**src/rtl/merge_pkg.sv**
```systemverilog
// ============================================================================
// Module : merge_pkg
// Brief  : Shared types and constants for the round-robin stream merge.
// Rev    : 1.0 - initial release
// ============================================================================
`default_nettype none

package merge_pkg;

    localparam int unsigned MERGE_DATA_W = 100;

    typedef logic [0:0] src_t;

    localparam src_t SRC_IN1 = 1'b0;
    localparam src_t SRC_IN2 = 1'b1;

    localparam logic [1:0] GNT_NONE = 2'b00;
    localparam logic [1:0] GNT_IN1  = 2'b01;
    localparam logic [1:0] GNT_IN2  = 2'b10;

    function automatic src_t gnt_to_src(input logic [1:0] gnt);
        return gnt[1] ? SRC_IN2 : SRC_IN1;
    endfunction

endpackage

`default_nettype wire

```
**src/rtl/rr_arbiter_2.sv**
```systemverilog
// ============================================================================
// Module : rr_arbiter_2
// Brief  : Two-requester round-robin arbiter with one-hot grant.
// Rev    : 1.0 - initial release
// ============================================================================
`default_nettype none

module rr_arbiter_2
    import merge_pkg::*;
(
    input  logic       clk,
    input  logic       rst_n,
    input  logic [1:0] req,
    input  logic       en,
    output logic [1:0] gnt
);

    src_t last_q;
    src_t last_d;

    always_comb begin
        gnt    = GNT_NONE;
        last_d = last_q;
        if (en) begin
            unique case (req)
                2'b01:   gnt = GNT_IN1;
                2'b10:   gnt = GNT_IN2;
                2'b11:   gnt = (last_q == SRC_IN2) ? GNT_IN1 : GNT_IN2;
                default: gnt = GNT_NONE;
            endcase
            if (|req) begin
                last_d = gnt_to_src(gnt);
            end
        end
    end

    // Resetting to in2 makes in1 the first winner of a contended grant.
    always_ff @(posedge clk or negedge rst_n) begin
        if (!rst_n) begin
            last_q <= SRC_IN2;
        end else begin
            last_q <= last_d;
        end
    end

endmodule

`default_nettype wire

```
**src/rtl/stream_merge_rr.sv**
```systemverilog
// ============================================================================
// Module : stream_merge_rr
// Brief  : Round-robin 2:1 valid/ready stream merge with registered output.
//          Optional per-channel counters enabled by macro MERGE_STATS_EN.
// Rev    : 1.0 - initial release
// ============================================================================
`default_nettype none

module stream_merge_rr
    import merge_pkg::*;
#(
    parameter int unsigned DATA_W = MERGE_DATA_W
`ifdef MERGE_STATS_EN
    ,
    parameter int unsigned CNT_W  = 16
`endif
) (
    input  logic              clk,
    input  logic              rst_n,
    input  logic [DATA_W-1:0] in1_data,
    input  logic              in1_valid,
    output logic              in1_ready,
    input  logic [DATA_W-1:0] in2_data,
    input  logic              in2_valid,
    output logic              in2_ready,
    output logic [DATA_W-1:0] out_data,
    output src_t              out_src,
    output logic              out_valid,
    input  logic              out_ready
`ifdef MERGE_STATS_EN
    ,
    output logic [CNT_W-1:0]  cnt1,
    output logic [CNT_W-1:0]  cnt2
`endif
);

    logic [DATA_W-1:0] data_q, data_d;
    src_t              src_q, src_d;
    logic              valid_q, valid_d;

    logic              w_load_en;
    logic [1:0]        w_gnt;
    logic              w_xfer;

    assign w_load_en = !valid_q || out_ready;

    rr_arbiter_2 u_arb (
        .clk   (clk),
        .rst_n (rst_n),
        .req   ({in2_valid, in1_valid}),
        .en    (w_load_en),
        .gnt   (w_gnt)
    );

    // A grant is only issued to a requesting channel, so it doubles as the transfer strobe.
    assign in1_ready = w_gnt[0];
    assign in2_ready = w_gnt[1];
    assign w_xfer    = |w_gnt;

    always_comb begin
        data_d  = data_q;
        src_d   = src_q;
        valid_d = valid_q;
        if (w_xfer) begin
            data_d  = w_gnt[1] ? in2_data : in1_data;
            src_d   = gnt_to_src(w_gnt);
            valid_d = 1'b1;
        end else if (out_ready) begin
            valid_d = 1'b0;
        end
    end

    always_ff @(posedge clk or negedge rst_n) begin
        if (!rst_n) begin
            data_q  <= '0;
            src_q   <= SRC_IN1;
            valid_q <= 1'b0;
        end else begin
            data_q  <= data_d;
            src_q   <= src_d;
            valid_q <= valid_d;
        end
    end

    assign out_data  = data_q;
    assign out_src   = src_q;
    assign out_valid = valid_q;

`ifdef MERGE_STATS_EN
    logic [CNT_W-1:0] cnt1_q, cnt2_q;

    always_ff @(posedge clk or negedge rst_n) begin
        if (!rst_n) begin
            cnt1_q <= '0;
            cnt2_q <= '0;
        end else begin
            cnt1_q <= cnt1_q + CNT_W'(w_gnt[0]);
            cnt2_q <= cnt2_q + CNT_W'(w_gnt[1]);
        end
    end

    assign cnt1 = cnt1_q;
    assign cnt2 = cnt2_q;
`endif

endmodule

`default_nettype wire

```
**config.mk**
```make
export PLATFORM = sky130hd
export DESIGN_NAME = stream_merge_rr
export DESIGN_NICKNAME = d
export VERILOG_FILES = /design/src/rtl/merge_pkg.sv /design/src/rtl/rr_arbiter_2.sv /design/src/rtl/stream_merge_rr.sv
export SDC_FILE = /design/constraint.sdc
export NUM_CORES = 1
export LEC_CHECK = 0
export CORE_AREA = 5 5 116 118
export CTS_BUF_LIST = sky130_fd_sc_hd__clkbuf_4 sky130_fd_sc_hd__clkbuf_8
export CTS_CLUSTER_SIZE = 16
export DETAILED_ROUTE_END_ITERATION = 6
export DIE_AREA = 0 0 121 123
export DONT_BUFFER_PORTS = 1
export MAX_ROUTING_LAYER = met4
export PLACE_DENSITY = 0.59
export SYNTH_ARGS = -nofsm -noshare
export SYNTH_HDL_FRONTEND = slang
export SYNTH_SLANG_ARGS = --single-unit
```
**constraint.sdc**
```tcl
create_clock -name clk -period 2.85 [get_ports clk]
set_input_delay 0.1425 -clock clk [delete_from_list [all_inputs] [get_ports clk]]
set_output_delay 0.1425 -clock clk [all_outputs]
set_load 0.05 [all_outputs]
```
==> results_dict.tcl <==
set metrics [dict create \
    die_x_microns 121 \
    final_common_cell "dfrtp_1" \
    wl_microns 16900 \
    netlist_area_sq_um 5690 \
    setup-violations-final 0 \
    post_cts_buffers 0 \
    max_clock_freq_mhz 445 \
    die_y_microns 123 \
    fin_worst_skew_ns 0.00620 \
    seq_area_frac_synth_pct 45.3 \
    cts_tree "built" \
    synth_area_leaders "dfrtp_1 (45%), a311o_1 (18%), o22a_1 (16%)" \
    multi_input_area_sq_um 2720 \
    cts_sinks 103 \
    vias_per_cell 7.14 \
    crit_path_end_kind "output pin" \
    cts_resized 0 \
    antenna_found_initial 3 \
    required_ns 2.71 \
    track_usage_pct 22.0 \
    syn_to_final_growth_pct 5.63 \
    p_leak_nw 2.14 \
    ys_warn_count 0 \
    grt_pass1_vias 4473 \
    worstSkewPairLatency_ns 0.37 \
    hpwlAfterDp_microns 10700 \
    worstSetupPathType "register to output pin" \
    grt_pass1_wl_microns 25100 \
    p_per_area_nw_per_um2 797 \
    p_switching_mw 1.95 \
    run_status "finished clean" \
    yosysTopAreaCellShare_pct 44.9 \
    worstMarginPinSlew_ns 1.14 \
    overflow 0 \
    place.gp.congestion 0.758 \
    wl_per_cell_microns 27.2 \
    dr.pass1.iters 4 \
    period_needed_ns 2.24 \
    syn_nets 697 \
    clockPowerShare_pct 27.1 \
    syn_inst 492 \
    pwr-share-seq_pct 57.4 \
    combinationalPowerShare_pct 15.5 \
    vdd_drop_max_mv 0.385 \
    seqCellArea_sq_um 2580 \
    drc 0 \
    io_pins 309 \
    cp.arrival_ns 2.10 \
    fin_crit_sh_pct 78.8 \
    hold_path_class "input port to register" \
    rsz0062_at_grt "no" \
    cts_root_buf "clkbuf_8" \
    core.rowCount 41 \
    die_area_sq_um 14900 \
    finalNetCount 644 \
    yosys.area.top_type "dfrtp_1" \
    drive_gt1_share_pct 6.76 \
    n_fill_cell 1135 \
    synth.distinct_cells 17 \
    maxSlewHeadroom_pct 23.8 \
    layout_common_cells "dfrtp_1 (102), o22a_1 (101), a21boi_0 (100), a311o_1 (100), clkbuf_8 (10)" \
    cp_max_fo 17 \
    critPathLaunchType "register" \
    drt_iter0_markers 308 \
    htreeDepth 3 \
    coreArea_sq_um 12400 \
    total_power_mw 4.79 \
    cts_buffers 9 \
    ys_ff_latch 103 \
    clock_path_buffers 2 \
    ant_nets 0 \
    path_clk_slew_ns 0.10 \
    max_stage_delay_ns 0.59 \
    path_cells "nor2b_4 -> nor2_4 -> and2_1" \
    avgSynthCellArea_sq_um 11.6 \
    hold_buffers 5 \
    finalSetupTns_ns 0 \
    final_max_slew_viol_count 0 \
    max_cap_viol_count 0 \
    portBuffers 0 \
    slowest_stage "dfrtp_1" \
    intPower_mw 2.84 \
    vias 4426 \
    grt_start_max_net_pins 204 \
    start_util_pct 46.0 \
    switching_share_pct 40.6 \
    hold_viol_final 0 \
]
## stage by stage
| step | instances | area [sq um] | hold WS, ns | setup WS, ns | util [%] |
|---|---|---|---|---|---|
| after CTS | 616 | 6000 | 0.00777 | 0.565 | 48.5 |
| final | 620 | 6010 | 0.0241 | 0.605 | 48.6 |
| after detailed placement | 595 | 5640 | -0.151 | 0.913 | 45.6 |
| after global routing | 619 | 6010 | 0.0227 | 0.507 | 48.6 |
| after global placement | 595 | 5640 | -0.151 | 0.938 | 45.6 |
| after floorplan | 492 | 5690 | -0.153 | 0.963 | - |
## cells in the mapped netlist
master and number:
nor2b_1 1, a21oi_1 1, buf_2 31, nand2b_1 1, nor2_1 3, nand2b_4 1
a311o_1 100, dfstp_2 1, buf_1 3, and2_1 1, dfrtp_1 102, o22a_1 101
nand2_1 2, buf_6 11, a21boi_0 100, a31oi_1 1, clkbuf_1 32
## critical path, delay by kind of cell (launching register included)
family	cells	cell delay, ns
DFF	1	0.59
and+or+nand+nor	3	1.14
## flip-flops by register name, indices dropped and copies added, names as in the netlist
register and flops:
out_valid 1, u_arb.last_q 1, out_src 1, out_data 100
## final timing paths
| path | startpoint | endpoint | slack [ns] | cells past startpoint |
|---|---|---|---|---|
| min in group asynchronous | rst_n | out_data[4]$_DFFE_PN0P_ | 0.33 | 2 |
| worst max register to register | u_arb.last_q$_DFFE_PN1P_ | out_data[28]$_DFFE_PN0P_ | 0.89 | 4 |
| worst min-delay path | in1_valid | out_data[94]$_DFFE_PN0P_ | 0.02 | 2 |
| worst min register to register | out_src$_DFFE_PN0P_ | out_src$_DFFE_PN0P_ | 0.88 | 1 |
| worst max-delay path | out_valid$_DFFE_PN0P_ | in2_ready | 0.61 | 3 |
| max in group asynchronous | rst_n | out_data[10]$_DFFE_PN0P_ | 2.10 | 2 |
## cell families (layout without fill, tap and decap cells)
family	count (synthesis)	in the layout	synth area share (%)
AO/OA/AOI/OAI	303	303	46.5
buffers and inverters	77	29	7.22
flip-flops	103	103	45.3
other	0	4	0
AND/OR/NAND/NOR	9	9	0.902
## power groups by stage
stage / Clock (mW) / Combinational (mW) / Sequential [mW]
2_1_floorplan: 0 / 0.663 / 2.70
3_3_place_gp: 0 / 0.675 / 2.79
3_5_place_dp: 0 / 0.704 / 2.79
4_1_cts: 1.33 / 0.746 / 2.76
5_1_grt: 1.38 / 0.824 / 2.78
6_report: 1.30 / 0.741 / 2.75
## area by class of cell
type,instances,area share (%)
diodes,4,0.167
clock buffers,10,2.29
clock inverters,6,2.58
multi-input cells,312,45.3
flip-flops and latches,103,42.9
well taps,172,3.58
repair buffers,13,3.17
## metal layers
metal  wire [microns]  GRT usage [%]  vias up
met1             6290           25.6     2239
met4              395           9.70        0
met5                0              -        -
met3             1690           6.22       25
met2             8520           35.8      234
li1                 -              -     1928
Power figures use the tool's default switching activity.
